## src/rtl/dm_stage_pipe.sv

```systemverilog
// MEM stage of the MIPS pipeline: byte/word data RAM access with extension,
// valid/stall handshake, misalignment detection and a saturating error counter.
module dm_stage_pipe #(
  parameter int unsigned DATA_W = 16,
  parameter int unsigned ADDR_W = 8,
  parameter int unsigned CNT_W  = 8
) (
  input  logic              clk,
  input  logic              reset,
  input  logic              valid_ex,
  input  logic              stall_dm,
  input  logic [DATA_W-1:0] ans_ex,
  input  logic [DATA_W-1:0] dm_data,
  input  logic              mem_en_ex,
  input  logic              mem_rw_ex,
  input  logic              mem_size_ex,
  input  logic              mem_sign_ex,
  input  logic              mem_mux_sel_ex,
  output logic              valid_dm,
  output logic [DATA_W-1:0] ans_dm,
  output logic              misalign_dm,
  output logic [CNT_W-1:0]  err_count
);

  localparam int unsigned NB    = DATA_W / 8;
  localparam int unsigned LB    = $clog2(NB);
  localparam int unsigned DEPTH = 2 ** ADDR_W;

  logic [DATA_W-1:0] ram [DEPTH];

  logic [ADDR_W-1:0] idx;
  logic [LB-1:0]     lane;
  logic              accept;
  logic              misalign;
  logic              wr_en;
  logic [NB-1:0]     be;
  logic [DATA_W-1:0] wdata;
  logic [DATA_W-1:0] rd_word;
  logic [7:0]        rd_byte;
  logic [DATA_W-1:0] load_data;
  logic [DATA_W-1:0] result;

  // Upper address bits beyond the word index are ignored, so addresses alias.
  assign idx      = ans_ex[ADDR_W+LB-1:LB];
  assign lane     = ans_ex[LB-1:0];
  assign accept   = valid_ex & ~stall_dm & ~reset;
  assign misalign = mem_en_ex & mem_size_ex & (lane != '0);
  assign wr_en    = accept & mem_en_ex & mem_rw_ex & ~misalign;

  // Per-lane write enables; a byte store replicates its byte across lanes.
  always_comb begin
    be    = '0;
    wdata = mem_size_ex ? dm_data : {NB{dm_data[7:0]}};
    for (int b = 0; b < NB; b++) begin
      be[b] = wr_en & (mem_size_ex | (lane == LB'(b)));
    end
  end

  always_ff @(posedge clk) begin
    for (int b = 0; b < NB; b++) begin
      if (be[b]) ram[idx][b*8 +: 8] <= wdata[b*8 +: 8];
    end
  end

  // Read-first: the word is sampled into ans_dm on the same edge a store updates it.
  always_comb begin
    rd_word   = ram[idx];
    rd_byte   = 8'(rd_word >> {lane, 3'b000});
    load_data = '0;
    if (mem_en_ex && !misalign) begin
      if (mem_size_ex)      load_data = rd_word;
      else if (mem_sign_ex) load_data = {{(DATA_W-8){rd_byte[7]}}, rd_byte};
      else                  load_data = {{(DATA_W-8){1'b0}}, rd_byte};
    end
    result = mem_mux_sel_ex ? load_data : ans_ex;
  end

  always_ff @(posedge clk) begin
    if (reset) begin
      valid_dm    <= 1'b0;
      ans_dm      <= '0;
      misalign_dm <= 1'b0;
      err_count   <= '0;
    end else if (!stall_dm) begin
      valid_dm <= valid_ex;
      if (accept) begin
        ans_dm      <= result;
        misalign_dm <= misalign;
        if (misalign && err_count != {CNT_W{1'b1}}) err_count <= err_count + CNT_W'(1);
      end
    end
  end

endmodule

```

## config.mk

```make
export PLATFORM = sky130hd
export DESIGN_NAME = dm_stage_pipe
export DESIGN_NICKNAME = d
export VERILOG_FILES = /design/src/rtl/dm_stage_pipe.sv
export SDC_FILE = /design/constraint.sdc
export NUM_CORES = 2
export LEC_CHECK = 0
export CORE_MARGIN = 3
export CORE_UTILIZATION = 35
export DETAILED_ROUTE_END_ITERATION = 10
export HOLD_SLACK_MARGIN = 0.08
export PLACE_DENSITY = 0.6
export SLEW_MARGIN = 20
export SYNTH_ARGS = -nofsm -noshare
export SYNTH_HDL_FRONTEND = slang
export SYNTH_SLANG_ARGS = --single-unit
```

## constraint.sdc

```tcl
create_clock -name clk -period 4.1 [get_ports clk]
set_clock_uncertainty 0.1 [all_clocks]
set_input_delay 1.23 -clock clk [delete_from_list [all_inputs] [get_ports clk]]
set_output_delay 1.23 -clock clk [all_outputs]
set_load 0.03 [all_outputs]
```

==> impl_metrics.env <==
export IMPL_combinationalPowerShare_pct=6.2
export IMPL_cell_internal_power_mw=69.5
export IMPL_path_class="in2reg"
export IMPL_worst_path_max_fanout=29
export IMPL_ir_worst_vdd_mv=0.406
export IMPL_number_of_antenna_violations_at_the_first_check_in_global_routing=26
export IMPL_synth_area_leaders="edfxtp_1, mux4_2, mux2i_1"
export IMPL_synth_top_cell_area_share_pct=76.9
export IMPL_share_seq_of_total_power_pct=52.5
export IMPL_synth_yosys_seq_area_share_pct=77.2
export IMPL_grt_first_pass_wirelength_mm=667
export IMPL_period_share_pct=101
export IMPL_final_setup_violating_endpoints=3
export IMPL_reg2reg_setup_slack_ns=0.55
export IMPL_final_common_cell="edfxtp_1"
export IMPL_p_leak_nw=63.2
export IMPL_synth_edff_count=4096
export IMPL_r2r_end="ans_dm[2]$_SDFFE_PP0P_"
export IMPL_layout_drive_gt1_share_pct=37.0
export IMPL_synth_yosys_warnings=0
export IMPL_wl_mm=479
export IMPL_reg2reg_from="ram[243][10]$_DFFE_PP_"
export IMPL_cts_hold_repair_buffers=0
export IMPL_buffer_ports_inserted=66
export IMPL_clkSinkCount=4122
export IMPL_worst_pin_slew_ns=1.11
export IMPL_grt_pass1_vias=85242
export IMPL_coreArea_mm2=0.454
export IMPL_post_synth_top_area_cell="edfxtp_1"
export IMPL_min_period_ns=4.13
export IMPL_clock_insertion_delay_worst_skew_ns=0.94
export IMPL_most_common_layout_cells="edfxtp_1, buf_4, mux4_2"
export IMPL_status="finished, violations left"
export IMPL_rsz_0062_raised_after_global_routing="true"
export IMPL_syn_cell_area_mm2=0.160
export IMPL_hpwlAfterDp_mm=323
export IMPL_drt_initial_drc_count=11226
export IMPL_placement_rows=247
export IMPL_max_cap_viols=0
export IMPL_syn_area_per_cell_um2=22.1
export IMPL_grt_util_all_layers_pct=20.2
export IMPL_slew_limit_headroom_pct=26.3
export IMPL_routed_via_count=84437
export IMPL_min_path_cells=2
export IMPL_clkTransAtPathRegs_ns=0.07
export IMPL_gp_congestion=0.963
export IMPL_cp_data_arrival_time_ns=4.87
export IMPL_final_max_slew_violation_count=0
export IMPL_route_detailed_vias_per_inst=5.55
export IMPL_share_clk_of_total_power_pct=41.3
export IMPL_layout_filler_cells=38624
export IMPL_fmax_ghz=0.242
export IMPL_grt_max_degree=241
export IMPL_cts_inserted_buffers=395
export IMPL_startpoint_type="input port"
export IMPL_drt_drc_violations_left=0
export IMPL_hold_path_class="reg2reg"
export IMPL_areaGrowthSynthToFinish_pct=21.3
export IMPL_rr_worst_depth=11
export IMPL_design_portCount=67
export IMPL_pwr_density_cell_mw_per_mm2=456
export IMPL_critical_path_rt_ns=4.83
export IMPL_critical_path_endpoint_type="flop"
export IMPL_chipWidth_um=682
export IMPL_syn_nets=7288
export IMPL_die_h_um=682
export IMPL_leftover_overflow_at_the_end_of_global_routing=0
export IMPL_routedWlPerCell_um=31.4
export IMPL_initial_cell_density_of_the_core_pct=35.2
export IMPL_htree_levels=5
export IMPL_synth_lib_cells_used_distinct=78
export IMPL_cts_repair_timing_setup_buffer_count=0
export IMPL_gate_count_post_synth=7246
export IMPL_timing_hold_worst_start="misalign_dm$_SDFFE_PP0P_"
export IMPL_violations_in_the_final_reports="setup timing"
export IMPL_detailedRoute_firstPassIterationCount=8
export IMPL_ys_seq_elements=4122
export IMPL_nets_finish=8974
export IMPL_tritoncts="yes"
export IMPL_fin_total_pwr_mw=88.6
export IMPL_switching_share_pct=21.5
export IMPL_fin_ws_ns=-0.0337
export IMPL_report_final_hold_viol_count=0
export IMPL_cts_root_buf="clkbuf_16"
export IMPL_ys_flop_type="edfxtp_1"
export IMPL_clockBufferDepth=4
export IMPL_power_switching_mw=19.0
export IMPL_synth_async_sr_flop_share_pct=0
export IMPL_drtAntennaViolNets=0
export IMPL_hold_path_endpoint="misalign_dm$_SDFFE_PP0P_"
export IMPL_pre_cts_ws_ns=-1.18
export IMPL_die_area_mm2=0.465
Yosys cell counts, drive strengths merged, types with 3 or more instances:
master,number
a211oi,16
a221oi,12
nor3,26
edfxtp,4096
nand4,19
a32oi,15
nand2,191
a2111oi,3
nand4b,4
a311oi,6
a21oi,59
a21o,7
o22a,6
and3,12
mux4,1107
and2,6
xnor2,3
nor2,577
nor4b,4
xor2,3
a211o,6
nand2b,6
o22ai,43
dfxtp,26
mux2,13
buf,279
nor4,12
o21ai,30
o31ai,3
nand3,53
o311ai,3
o221ai,5
mux2i,231
o32ai,13
nor3b,4
clkbuf,156
a22oi,81
a22o,15
nor4bb,5
nor2b,12
and4b,5
o2111ai,5
o211ai,7
inv,9
a31oi,21
worst max-delay path by stage:
stage | start | to | slack [ns] | depth (start not counted)
6_report | ans_ex[1] | ans_dm[8]$_SDFFE_PP0P_ | -0.03 | 14
5_1_grt | ans_ex[1] | ans_dm[4]$_SDFFE_PP0P_ | 0.03 | 13
3_5_place_dp | ans_ex[1] | ans_dm[0]$_SDFFE_PP0P_ | -1.18 | 13
3_3_place_gp | ans_ex[1] | ans_dm[4]$_SDFFE_PP0P_ | -1.28 | 13
4_1_cts | ans_ex[1] | ans_dm[0]$_SDFFE_PP0P_ | 0.02 | 14
2_1_floorplan | mem_size_ex | ram[0][13]$_DFFE_PP_ | -0.26 | 3
layout make-up:
cell class                      count  area [um2]  area share [%]
Inverter                           11        60.1          0.0309
Multi-Input combinational cell   2678       34500            17.8
Antenna cell                       10        25.0          0.0129
Timing Repair Buffer             1724       15700            8.08
Tap cell                         5976        7480            3.85
Sequential cell                  4122      124000            63.6
Clock inverter                    226        2450            1.26
Clock buffer                      474       10300            5.33
cell families after synthesis:
kind of cell	count (synthesis)	share of synthesized area (%)
simple gates	948	2.51
buf+inv	446	1.47
flops	4122	77.2
compound gates	372	1.66
mux	1351	17.1
fa+ha+maj	1	0.00782
xor+xnor	6	0.0329
sequential cells by signal, summed over array words and instances (netlist names):
signal       cells
misalign_dm      1
valid_dm         1
ram           4096
ans_dm          16
err_count        8
power groups by stage:
stage	Sequential (mW)	Combinational (mW)	Clock (mW)
floorplan	47.5	2.41	0
global placement	47.4	5.34	0
CTS	46.5	5.44	37.1
global route	46.5	5.64	38.8
finish	46.5	5.47	36.6
detailed placement	47.4	5.43	0
per-stage QoR:
step	hold slack, ns	utilization [%]	instance area (um2)	cells	setup TNS, ns
floorplan	0.480	-	160000	7246	-133.96
global placement	0.350	39.9	181000	14510	-507.11
detailed placement	0.352	39.9	181000	14510	-558.98
CTS	0.361	42.7	194000	15210	0
global route	0.386	42.7	194000	15211	0
finish	0.360	42.7	194000	15221	-0.0930
worst max-delay path, cell delays in order:
cell and delay (ns):
buf_16 0.21, buf_12 0.31, buf_12 0.17, mux4_2 0.51
mux2i_1 0.42, buf_4 0.19, o22ai_1 0.07, buf_4 0.16
nor4_2 0.42, buf_4 0.20, o2111ai_1 0.21, o21ai_1 0.37
and3_1 0.20, a21oi_1 0.07
per-layer routing:
layer	global-route usage, %	wire (um)	vias to the layer above
met5	0	49	-
met4	8.25	23200	8
met3	4.80	44600	890
met2	32.5	228000	4330
met1	26.5	183000	45316
li1	-	-	33893
timing repair:
action | in CTS | in global routing
gates resized for setup | 5 | 8
setup endpoints to repair | 5 | 13
pin swaps | 1 | 1
Note: power is estimated with default switching activity, not from simulation.
